--- config.mk ---
export PLATFORM = sky130hd
export DESIGN_NAME = if_id_decode
export DESIGN_NICKNAME = d
export VERILOG_FILES = /design/src/rtl/if_id_decode.sv
export SDC_FILE = /design/constraint.sdc
export NUM_CORES = 1
export LEC_CHECK = 0
export ABC_AREA = 1
export ABC_CLOCK_PERIOD_IN_PS = 1500
export CAP_MARGIN = 10
export CORE_MARGIN = 10
export CORE_UTILIZATION = 33
export DETAILED_ROUTE_END_ITERATION = 8
export PLACE_DENSITY_LB_ADDON = 0.12
export SKIP_LAST_GASP = 1
export SYNTH_ARGS = -nofsm -noshare
export SYNTH_HDL_FRONTEND = slang
export SYNTH_SLANG_ARGS = --single-unit
--- constraint.sdc ---
create_clock -name clk -period 1.5 [get_ports clk]
set_input_delay 0.3 -clock clk [delete_from_list [all_inputs] [get_ports clk]]
set_output_delay 0.3 -clock clk [all_outputs]
set_load 0.05 [all_outputs]
--- src/rtl/if_id_decode.sv ---
// ============================================================================
// if_id_decode
// ----------------------------------------------------------------------------
// Instruction-decode stage of the LEGv8 core.
//
// This block has three parts:
//   * IF/ID pipeline register for the fetched instruction and its PC. Stall
//     holds the register. Flush loads a bubble.
//   * NZVC flag register. The EX stage loads it through flagWrite.
//   * Combinational decode of the registered instruction. It produces the
//     datapath controls, the register and immediate fields, and the branch
//     resolution that goes back to the fetch next-PC muxes.
//
// Ports
//   clk                 rising-edge clock
//   reset               synchronous, active-low reset
//   opCode[31:0]        instruction from fetch
//   pcIn[63:0]          PC of opCode
//   stall               hold the IF/ID contents
//   flush               replace the IF/ID contents with a bubble
//                       (flush takes priority over stall)
//   flagWrite           the instruction in EX writes the flags
//   aluN/aluZ/aluV/aluC flags from the EX ALU
//   rtZero              register-file read of Rt is zero (used by CBZ)
//   instrID[31:0]       registered instruction
//   pcID[63:0]          registered PC
//   validID             IF/ID holds a real instruction
//   Rd/Rn/Rm[4:0]       register fields; Rm is Rt when Reg2Loc = 0
//   Imm12, DAddr9, Shamt, CondAddr19, BrAddr26
//                       immediate fields, taken straight from instrID
//   Reg2Loc .. ShiftDir datapath controls
//   ALUSrc[1:0]         0 = register, 1 = Imm12 zero-extended,
//                       2 = DAddr9 sign-extended
//   ALUOp[2:0]          000 pass B, 010 add, 011 sub, 100 and, 110 xor
//   BrTaken, UncondBr   to the fetch next-PC logic
//   Illegal             a valid instruction that is not in the supported set
//   flags[3:0]          registered {N,Z,V,C}
// ============================================================================
module if_id_decode #(
    parameter logic [31:0] NOP_INSTR = 32'h0000_0000
) (
    input  logic        clk,
    input  logic        reset,
    input  logic [31:0] opCode,
    input  logic [63:0] pcIn,
    input  logic        stall,
    input  logic        flush,
    input  logic        flagWrite,
    input  logic        aluN,
    input  logic        aluZ,
    input  logic        aluV,
    input  logic        aluC,
    input  logic        rtZero,
    output logic [31:0] instrID,
    output logic [63:0] pcID,
    output logic        validID,
    output logic [4:0]  Rd,
    output logic [4:0]  Rn,
    output logic [4:0]  Rm,
    output logic [11:0] Imm12,
    output logic [8:0]  DAddr9,
    output logic [5:0]  Shamt,
    output logic [18:0] CondAddr19,
    output logic [25:0] BrAddr26,
    output logic        Reg2Loc,
    output logic        RegWrite,
    output logic        MemWrite,
    output logic        MemRead,
    output logic        MemToReg,
    output logic        SetFlags,
    output logic        ShiftEn,
    output logic        ShiftDir,
    output logic [1:0]  ALUSrc,
    output logic [2:0]  ALUOp,
    output logic        BrTaken,
    output logic        UncondBr,
    output logic        Illegal,
    output logic [3:0]  flags
);

    // ------------------------------------------------------------------------
    // Opcode patterns
    // ------------------------------------------------------------------------
    localparam logic [9:0]  OPC_ADDI = 10'b1001000100;    // [31:22]
    localparam logic [10:0] OPC_ADDS = 11'b10101011000;   // [31:21]
    localparam logic [10:0] OPC_SUBS = 11'b11101011000;
    localparam logic [10:0] OPC_AND  = 11'b10001010000;
    localparam logic [10:0] OPC_EOR  = 11'b11001010000;
    localparam logic [10:0] OPC_LSL  = 11'b11010011011;
    localparam logic [10:0] OPC_LSR  = 11'b11010011010;
    localparam logic [10:0] OPC_LDUR = 11'b11111000010;
    localparam logic [10:0] OPC_STUR = 11'b11111000000;
    localparam logic [5:0]  OPC_B    = 6'b000101;         // [31:26]
    localparam logic [7:0]  OPC_CBZ  = 8'b10110100;       // [31:24]
    localparam logic [7:0]  OPC_BCND = 8'b01010100;       // [31:24]
    localparam logic [4:0]  COND_LT  = 5'b01011;          // [4:0]

    // ALU source and operation encodings
    localparam logic [1:0] SRC_REG   = 2'd0;
    localparam logic [1:0] SRC_IMM12 = 2'd1;
    localparam logic [1:0] SRC_DADDR = 2'd2;

    localparam logic [2:0] ALU_PASSB = 3'b000;
    localparam logic [2:0] ALU_ADD   = 3'b010;
    localparam logic [2:0] ALU_SUB   = 3'b011;
    localparam logic [2:0] ALU_AND   = 3'b100;
    localparam logic [2:0] ALU_XOR   = 3'b110;

    typedef enum logic [3:0] {
        OP_NONE,
        OP_ADDI,
        OP_ADDS,
        OP_SUBS,
        OP_AND,
        OP_EOR,
        OP_LSL,
        OP_LSR,
        OP_LDUR,
        OP_STUR,
        OP_B,
        OP_CBZ,
        OP_BLT
    } op_e;

    typedef struct packed {
        logic       reg2loc;
        logic       reg_write;
        logic       mem_write;
        logic       mem_read;
        logic       mem_to_reg;
        logic       set_flags;
        logic       shift_en;
        logic       shift_dir;
        logic [1:0] alu_src;
        logic [2:0] alu_op;
        logic       uncond_br;
        logic       br_taken;
    } ctrl_t;

    op_e   op_cls;
    ctrl_t ctrl;
    logic  n_eff;
    logic  v_eff;

    // ------------------------------------------------------------------------
    // IF/ID pipeline register
    // ------------------------------------------------------------------------
    // NOTE: sequential state uses non-blocking assignments only. Then every
    // register samples its inputs as they were before the edge, and the
    // order of the statements does not matter.
    always_ff @(posedge clk) begin
        if (!reset || flush) begin
            instrID <= NOP_INSTR;
            pcID    <= '0;
            validID <= 1'b0;
        end else if (!stall) begin
            instrID <= opCode;
            pcID    <= pcIn;
            validID <= 1'b1;
        end
    end

    // ------------------------------------------------------------------------
    // NZVC flag register. It is independent of stall and flush, so an EX
    // instruction can still retire its flags while decode is frozen.
    // ------------------------------------------------------------------------
    always_ff @(posedge clk) begin
        if (!reset) begin
            flags <= 4'b0000;
        end else if (flagWrite) begin
            flags <= {aluN, aluZ, aluV, aluC};
        end
    end

    // Forward the EX flags when they are written in this cycle. This lets a
    // B.LT directly behind a flag-setting instruction see the new values.
    assign n_eff = flagWrite ? aluN : flags[3];
    assign v_eff = flagWrite ? aluV : flags[1];

    // ------------------------------------------------------------------------
    // Opcode classification
    // ------------------------------------------------------------------------
    // NOTE: every signal driven in a combinational block gets a default
    // value first. Then no path leaves it unassigned, and no latch is inferred.
    always_comb begin
        op_cls = OP_NONE;
        if (instrID[31:22] == OPC_ADDI) begin
            op_cls = OP_ADDI;
        end else if (instrID[31:26] == OPC_B) begin
            op_cls = OP_B;
        end else if (instrID[31:24] == OPC_CBZ) begin
            op_cls = OP_CBZ;
        end else if (instrID[31:24] == OPC_BCND) begin
            // Only the LT condition is supported; other conditions stay
            // unmatched and are reported as Illegal.
            if (instrID[4:0] == COND_LT) begin
                op_cls = OP_BLT;
            end
        end else begin
            case (instrID[31:21])
                OPC_ADDS: op_cls = OP_ADDS;
                OPC_SUBS: op_cls = OP_SUBS;
                OPC_AND:  op_cls = OP_AND;
                OPC_EOR:  op_cls = OP_EOR;
                OPC_LSL:  op_cls = OP_LSL;
                OPC_LSR:  op_cls = OP_LSR;
                OPC_LDUR: op_cls = OP_LDUR;
                OPC_STUR: op_cls = OP_STUR;
                default:  op_cls = OP_NONE;
            endcase
        end
    end

    // ------------------------------------------------------------------------
    // Control decode. A bubble or an unmatched opcode keeps every control at
    // zero, so no state changes and fetch continues sequentially.
    // ------------------------------------------------------------------------
    always_comb begin
        ctrl = '0;
        if (validID) begin
            case (op_cls)
                OP_ADDI: begin
                    ctrl.reg_write = 1'b1;
                    ctrl.alu_src   = SRC_IMM12;
                    ctrl.alu_op    = ALU_ADD;
                end
                OP_ADDS: begin
                    ctrl.reg_write = 1'b1;
                    ctrl.reg2loc   = 1'b1;
                    ctrl.alu_op    = ALU_ADD;
                    ctrl.set_flags = 1'b1;
                end
                OP_SUBS: begin
                    ctrl.reg_write = 1'b1;
                    ctrl.reg2loc   = 1'b1;
                    ctrl.alu_op    = ALU_SUB;
                    ctrl.set_flags = 1'b1;
                end
                OP_AND: begin
                    ctrl.reg_write = 1'b1;
                    ctrl.reg2loc   = 1'b1;
                    ctrl.alu_op    = ALU_AND;
                end
                OP_EOR: begin
                    ctrl.reg_write = 1'b1;
                    ctrl.reg2loc   = 1'b1;
                    ctrl.alu_op    = ALU_XOR;
                end
                OP_LSL: begin
                    ctrl.reg_write = 1'b1;
                    ctrl.shift_en  = 1'b1;
                    ctrl.shift_dir = 1'b0;
                end
                OP_LSR: begin
                    ctrl.reg_write = 1'b1;
                    ctrl.shift_en  = 1'b1;
                    ctrl.shift_dir = 1'b1;
                end
                OP_LDUR: begin
                    ctrl.reg_write  = 1'b1;
                    ctrl.mem_read   = 1'b1;
                    ctrl.mem_to_reg = 1'b1;
                    ctrl.alu_src    = SRC_DADDR;
                    ctrl.alu_op     = ALU_ADD;
                end
                OP_STUR: begin
                    ctrl.mem_write = 1'b1;
                    ctrl.reg2loc   = 1'b0;
                    ctrl.alu_src   = SRC_DADDR;
                    ctrl.alu_op    = ALU_ADD;
                end
                OP_B: begin
                    ctrl.uncond_br = 1'b1;
                    ctrl.br_taken  = 1'b1;
                end
                OP_CBZ: begin
                    ctrl.reg2loc   = 1'b0;
                    ctrl.alu_op    = ALU_PASSB;
                    ctrl.br_taken  = rtZero;
                end
                OP_BLT: begin
                    ctrl.br_taken  = n_eff ^ v_eff;
                end
                default: begin
                    ctrl = '0;
                end
            endcase
        end
    end

    assign Illegal = validID && (op_cls == OP_NONE);

    // ------------------------------------------------------------------------
    // Control outputs
    // ------------------------------------------------------------------------
    assign Reg2Loc  = ctrl.reg2loc;
    assign RegWrite = ctrl.reg_write;
    assign MemWrite = ctrl.mem_write;
    assign MemRead  = ctrl.mem_read;
    assign MemToReg = ctrl.mem_to_reg;
    assign SetFlags = ctrl.set_flags;
    assign ShiftEn  = ctrl.shift_en;
    assign ShiftDir = ctrl.shift_dir;
    assign ALUSrc   = ctrl.alu_src;
    assign ALUOp    = ctrl.alu_op;
    assign UncondBr = ctrl.uncond_br;
    assign BrTaken  = ctrl.br_taken;

    // ------------------------------------------------------------------------
    // Field outputs. They are driven from instrID even for bubbles. Only the
    // second read port selects between Rm (R-format) and Rt (loads, stores,
    // CBZ).
    // ------------------------------------------------------------------------
    assign Rd         = instrID[4:0];
    assign Rn         = instrID[9:5];
    assign Rm         = ctrl.reg2loc ? instrID[20:16] : instrID[4:0];
    assign Imm12      = instrID[21:10];
    assign DAddr9     = instrID[20:12];
    assign Shamt      = instrID[15:10];
    assign CondAddr19 = instrID[23:5];
    assign BrAddr26   = instrID[25:0];

endmodule

==> out/metrics.csv, run 1 <==
stage;metric;value;unit
routing;vias;5188;
power_and_ir_drop;clockPowerShare;33.2;%
yosys;synth-seq-area-share;43.6;%
timing;period_needed;2.26;ns
routing;routedWlPerCell;18.3;um
timing;fin_crit_sh;151;%
grt;antenna_found_initial;0;
yosys;syn_nets;743;
power_and_ir_drop;ir_drop;0.726;mV
grt;grt_max_degree;55;
hold_path;hp-start;stall;
power_and_ir_drop;pwr-share-seq;38.0;%
cells_and_area;diodes;0;
setup_path;arrival;1.96;ns
routing;vias_per_cell;4.62;
yosys;synthTopCellsByArea;dfxtp_1 44%, nand2_1 17%, buf_4 13%, a21oi_1 9.2%, nor2_1 3.6%;
setup_path;critical_path.max_fanout;6;
clock_network;clock_path_buffers;2;
floorplan;die_h;138;um
yosys;synth_area;4630;um2
routing;firstDrtPassIters;4;
yosys;synth_top_area_share;43.6;%
timing;final.setup.worst_slack;-0.762;ns
cells_and_area;drive_gt1_share;45.4;%
hold_path;hold_class;in -> reg;
routing;drtIter0Drc;246;
grt;grt_pass1_vias;5406;
grt;grt-ovfl-total;0;
clock_network;clk_pin_slew;0.08;ns
cells_and_area;syn_to_final_growth;133;%
run_status;violations;setup timing;
clock_network;tritoncts;yes;
setup_path;r2r-start;instrID[28];
place;place.gp.congestion;0.857;
timing;fin_skew;0;ns
yosys;synth_edf_count;0;
floorplan;die_x;138;um
floorplan;io_pins;310;
clock_network;root_buffer;clkbuf_16;
yosys;ys.flop_type;dfxtp_1;
power_and_ir_drop;total_leakage_power;4.35;nW
timing;worst_pin_slew;0.458;ns
run_status;status;complete, but fails checks;
flow_run;maxCapViolations;0;
setup_path;startpoint_type;register;
yosys;yosys_warnings;0;
place;dp_hpwl;16.3;mm
floorplan;dieArea;19200;um2
power_and_ir_drop;p_sw;2.35;mW
yosys;synth_commonest_cells;208 x nand2_1, 101 x dfxtp_1, 85 x a21oi_1, 83 x buf_4, 45 x nor2_1;
timing;setup_viol_count_final;21;
power_and_ir_drop;power.total;7.56;mW
yosys;yosysTopAreaCell;dfxtp_1;
setup_path;crit_type;reg -> out;
yosys;synth_area_per_cell;7.27;um2
grt;grt_util_all_layers;20.1;%
power_and_ir_drop;pwr_density_cell;701;nW/um2
cells_and_area;fin_util;78.1;%
setup_path;critical_path.endpoint_type;output pin;
yosys;synth.most_common_cell;nand2_1;
clock_network;cts_buffers;9;
timing;fmax;0.442;GHz
timing;rsz0062_at_grt;true;
clock_network;clkLatencyLatePin;0.35;ns
timing;hold_violations;0;
grt;grt_pass1_wl;31.0;mm
floorplan;initial_core_util;33.5;%
power_and_ir_drop;power.share.switching;31.1;%
setup_path;cp-startpoint;instrID[28];
timing;slew_viol_final;0;
floorplan;core_area;13800;um2
clock_network;cts_sinks;101;
yosys;synth_cell_types;26;
power_and_ir_drop;comb_power_share;28.8;%
yosys;synth_cells;637;
floorplan;num_rows;43;
yosys;synth-async-reset-ratio;0;%
routing;wl;20.5;mm
place;portBuffers;309;
routing;drtAntennaViolNets;0;
power_and_ir_drop;intPower;5.21;mW
setup_path;cp.required;1.20;ns
clock_network;cts_hold_buf;0;
yosys;synth_seq_cells;101;
timing;maxSlewHeadroom;69.4;%
routing;drc;0;
clock_network;htreeDepth;3;
cells_and_area;fin_nets;1045;
==> stage by stage <==
| step | instance area, um2 | setup slack, ns | setup TNS [ns] | hold slack (ns) | instances |
|---|---|---|---|---|---|
| floorplan | 4900 | -0.549 | -5.87 | 0.435 | 637 |
| global placement | 10100 | -0.544 | -15.95 | 0.482 | 1091 |
| detailed placement | 10100 | -0.612 | -17.69 | 0.493 | 1091 |
| CTS | 10700 | -0.708 | -11.84 | 0.359 | 1118 |
| global route | 10800 | -0.878 | -14.62 | 0.383 | 1124 |
| finish | 10800 | -0.762 | -12.72 | 0.367 | 1124 |
==> power by group through the flow <==
stage	Clock, mW	Combinational (mW)	Sequential [mW]
CTS	2.55	2.18	2.87
global placement	0	2.11	2.93
detailed placement	0	2.14	2.93
finish	2.51	2.18	2.87
global route	2.66	2.27	2.89
floorplan	0	0.671	3.22
==> critical path, cell delays in order, from the launching register on <==
cell and delay [ns]:
dfxtp_4 0.40, inv_4 0.05, nor2_4 0.09, nand2_2 0.08, nor2_1 0.13, nand3b_1 0.17, buf_4 0.18, buf_4 0.13
o21ai_2 0.11, o21ai_1 0.09, inv_2 0.07, buf_12 0.13
==> layout make-up <==
cell class | count | area (um2)
timing repair buffer | 406 | 5930
clock buffer | 10 | 239
clock inverter | 6 | 75.1
fill | 850 | 3030
tap | 180 | 225
sequential | 101 | 2080
multi-input combinational | 393 | 2100
inverter | 28 | 140
==> metal layers <==
metal | global-route usage (%) | vias up | wire [um]
li1 | - | 2537 | -
met1 | 18.8 | 2423 | 6910
met2 | 38.6 | 200 | 11400
met3 | 7.91 | 28 | 1790
met4 | 6.99 | 0 | 425
met5 | 0 | - | 0
==> worst paths after layout <==
kind,slack (ns),cells after the start,to
max,-0.76,11,BrTaken
max reg2reg,0.36,5,instrID[28]
min reg2reg,0.50,2,pcID[47]
min,0.37,4,pcID[18]
==> layout by cell type (no fill, tap or decap), types with 5 or more instances in the layout <==
master             n
clkbuf_16          9
inv_4              6
a211oi_1          12
nand3_2            5
nand2_4           10
buf_4             86
dfxtp_4           12
inv_2             11
clkinvlp_4         5
nand3_1            5
dfxtp_2            8
nor2_2             5
nand2_1          184
nor2_4            16
dfxtp_1           81
buf_6              8
nand2_2           19
nor2_1            28
a21oi_1           85
buf_12           207
clkdlybuf4s50_1  103
inv_1              6
==> state kept, by name (all words and copies together), names as in the netlist <==
name,count
pcID,64
instrID,32
flags,4
validID,1
==> logic make-up (layout without fill, tap and decap cells) <==
group | Yosys count | in the layout | share of synthesized area, %
AOI/OAI and AO/OA | 103 | 103 | 11.8
xor gates and xnor gates | 1 | 1 | 0.189
buffers and inverters | 143 | 450 | 18.5
DFF | 101 | 101 | 43.6
muxes | 2 | 2 | 0.432
and+or+nand+nor | 287 | 287 | 25.5
==> timing repair <==
action,CTS,global route
buffers inserted,13,6
endpoints found under the setup margin,25,21
gates resized for setup,43,14
pin swaps,28,16
gates cloned,0,0
Note: power is estimated with default switching activity, not from simulation.
==> run 2, diff against run 1 <==
--- a/config.mk
+++ b/config.mk
@@ -9,8 +9,9 @@
 export ABC_CLOCK_PERIOD_IN_PS = 1500
 export CAP_MARGIN = 10
 export CORE_MARGIN = 10
-export CORE_UTILIZATION = 33
+export CORE_UTILIZATION = 40
 export DETAILED_ROUTE_END_ITERATION = 8
+export DONT_BUFFER_PORTS = 1
 export PLACE_DENSITY_LB_ADDON = 0.12
 export SKIP_LAST_GASP = 1
 export SYNTH_ARGS = -nofsm -noshare
==> run 2 against run 1 <==
Against the previous run:
- the flow still finishes with violations (setup timing)
- routed wire length down 30%
- clock skew is the same
- clock-buffer cell count stayed put
- global-route usage shrank 3.1 points
- fmax up 2.9%
- first-iteration DRC count down 24%
- final area shrank 44%
==> out/metrics.csv, run 2 (synthesized netlist as in run 1, its figures left out) <==
stage;metric;value;unit;change
timing;timing.hold.ws;0.0593;ns;was 0.367 ns
hold_path;hp-start;stall;;unchanged
setup_path;arrival;1.90;ns;was 1.96 ns
grt;antenna_found_initial;0;;unchanged
hold_path;hold_class;in -> reg;;unchanged
routing;routedWlPerCell;18.2;um;was 18.3 um
cells_and_area;diodes;0;;unchanged
floorplan;core_area;11400;um2;was 13800 um2
timing;setup_viol_count_final;21;;unchanged
timing;hold_violations;0;;unchanged
setup_path;critical_path.max_fanout;5;;was 6
grt;grt_util_all_layers;17.0;%;was 20.1%
timing;fmax;0.455;GHz;was 0.442 GHz
setup_path;r2r-start;instrID[26];;was instrID[28]
setup_path;r2r_cells;5;;unchanged
clock_network;clkLatencyLatePin;0.35;ns;about the same
cells_and_area;final_common_cell;nand2_1;;was buf_12
run_status;violations;setup timing;;unchanged
clock_network;clock_path_buffers;2;;unchanged
grt;grt_pass1_wl;22.3;mm;was 31.0 mm
cells_and_area;regMostFlops;pcID;;unchanged
grt;grt_pass1_vias;4045;;was 5406
timing;final.setup.worst_slack;-0.697;ns;was -0.762 ns
routing;vias;3954;;was 5188
timing;period_needed;2.20;ns;was 2.26 ns
routing;drc;0;;unchanged
run_status;status;complete, but fails checks;;unchanged
setup_path;r2r_slack;0.42;ns;was 0.36 ns
timing;fin_crit_sh;146;%;was 151%
place;dp_hpwl;10.7;mm;was 16.3 mm
setup_path;crit_type;reg -> out;;unchanged
clock_network;clk_pin_slew;0.07;ns;was 0.08 ns
timing;maxSlewHeadroom;61.9;%;was 69.4%
hold_path;holdPathStages;1;;was 4
floorplan;die_h;128;um;was 138 um
floorplan;dieArea;16300;um2;was 19200 um2
setup_path;cp.required;1.20;ns;about the same
setup_path;critical_path.endpoint_type;output pin;;unchanged
routing;drtIter0Drc;187;;was 246
cells_and_area;largest_register_ffs;64;;unchanged
cells_and_area;top_regs;pcID x64, instrID x32, flags x4;;unchanged
setup_path;startpoint_type;register;;unchanged
power_and_ir_drop;total_leakage_power;2.44;nW;was 4.35 nW
clock_network;htreeDepth;3;;unchanged
power_and_ir_drop;intPower;4.15;mW;was 5.21 mW
clock_network;cts_sinks;101;;unchanged
clock_network;cts_buffers;9;;unchanged
cells_and_area;fin_area;6080;um2;was 10800 um2
place;portBuffers;0;;was 309
routing;firstDrtPassIters;4;;unchanged
power_and_ir_drop;clockPowerShare;35.5;%;was 33.2%
grt;grt_max_degree;111;;was 55
routing;vias_per_cell;5.01;;was 4.62
power_and_ir_drop;comb_power_share;15.1;%;was 28.8%
hold_path;min_to;instrID[31];;was pcID[18]
cells_and_area;syn_to_final_growth;31.2;%;was 133%
power_and_ir_drop;pwr_density_cell;1010;nW/um2;was 701 nW/um2
power_and_ir_drop;pwr-share-seq;49.3;%;was 38.0%
flow_run;maxCapViolations;0;;unchanged
clock_network;root_buffer;clkbuf_16;;unchanged
clock_network;tritoncts;yes;;unchanged
power_and_ir_drop;power.share.switching;32.7;%;was 31.1%
timing;rsz0062_at_grt;true;;unchanged
timing;worst_pin_slew;0.571;ns;was 0.458 ns
timing;fin_skew;0;ns;unchanged
routing;drtAntennaViolNets;0;;unchanged
floorplan;die_x;128;um;was 138 um
floorplan;num_rows;39;;was 43
cells_and_area;fin_util;53.5;%;was 78.1%
cells_and_area;layout_common_cells;183 x nand2_1, 85 x a21oi_1, 66 x dfxtp_1, 64 x buf_4, 29 x nor2_1;;was 207 x buf_12, 184 x nand2_1, 103 x clkdlybuf4s50_1, 86 x buf_4, 85 x a21oi_1
cells_and_area;fin_nets;747;;was 1045
floorplan;io_pins;310;;unchanged
power_and_ir_drop;power.total;6.17;mW;was 7.56 mW
place;placed_area;5330;um2;was 10100 um2
setup_path;r2r_end;instrID[26];;was instrID[28]
place;place.gp.congestion;0.874;;was 0.857
floorplan;initial_core_util;40.8;%;was 33.5%
grt;grt-ovfl-total;0;;unchanged
power_and_ir_drop;ir_drop;0.817;mV;was 0.726 mV
routing;wl;14.4;mm;was 20.5 mm
cells_and_area;drive_gt1_share;37.9;%;was 45.4%
timing;slew_viol_final;0;;unchanged
power_and_ir_drop;p_sw;2.02;mW;was 2.35 mW
==> run 2: timing repair <==
item,4_1_cts,5_1_grt
hold buffers,0,0
pin swaps,12,14
cloned,0,0
gates resized for setup,52,26
endpoints found under the setup margin,25,21
buffers inserted,10,12
==> run 2: through the flow <==
step | instances | TNS [ns] | setup slack (ns)
global route | 789 | -14.17 | -0.809
finish | 789 | -12.34 | -0.697
detailed placement | 753 | -4.15 | -0.336
CTS | 779 | -11.78 | -0.685
global placement | 753 | -3.92 | -0.341
floorplan | 637 | -5.87 | -0.549
==> run 2: routing by layer <==
layer	vias to the layer above	GRT usage [%]	wire length, um
met3	17	7.78	1560
li1	1944	-	-
met4	0	7.42	305
met2	203	29.2	7330
met1	1790	17.5	5200
met5	-	0	0
==> run 2: worst max path at each step <==
| stage | slack, ns | end | startpoint | cells after the start |
|---|---|---|---|---|
| 2_1_floorplan | -0.55 | Rm[2] | instrID[22] | 8 |
| 3_5_place_dp | -0.34 | ALUOp[1] | instrID[27] | 12 |
| 5_1_grt | -0.81 | ALUOp[1] | instrID[28] | 12 |
| 3_3_place_gp | -0.34 | RegWrite | instrID[25] | 12 |
| 4_1_cts | -0.69 | ALUOp[1] | instrID[29] | 12 |
| 6_report | -0.70 | RegWrite | instrID[27] | 12 |
==> run 2: worst max-delay path, cell delays in order, from the launching register on <==
cell and delay (ns):
dfxtp_4 0.39, buf_6 0.11, nand2_4 0.06, nor2_4 0.13, nand3_4 0.11, nand2_4 0.09, nand2_2 0.08, nand3_2 0.06
nor2_1 0.04, nand2_1 0.09, nand3_2 0.07, nand2_2 0.08, clkinvlp_4 0.24
==> run 2: layout make-up <==
cell class	instances	area, um2
Multi-Input combinational cell	393	2160
Fill cell	1056	5290
Sequential cell	101	2110
Inverter	28	145
Clock inverter	6	51.3
Tap cell	143	179
Clock buffer	10	229
Timing Repair Buffer	108	1210
==> run 2: power by group through the flow <==
stage / Sequential [mW] / Clock (mW) / Combinational (mW)
global route: 3.06 / 2.37 / 0.998
detailed placement: 3.10 / 0 / 0.897
finish: 3.04 / 2.19 / 0.934
global placement: 3.10 / 0 / 0.889
floorplan: 3.22 / 0 / 0.671
CTS: 3.04 / 2.27 / 0.922
==> run 3, diff against run 2 <==
--- a/config.mk
+++ b/config.mk
@@ -14,6 +14,7 @@
 export DONT_BUFFER_PORTS = 1
 export PLACE_DENSITY_LB_ADDON = 0.12
 export SKIP_LAST_GASP = 1
+export SLEW_MARGIN = 10
 export SYNTH_ARGS = -nofsm -noshare
 export SYNTH_HDL_FRONTEND = slang
 export SYNTH_SLANG_ARGS = --single-unit
==> results of run 3 <==
Same layout as run 2: the final DEF is identical, and so are final timing and power.
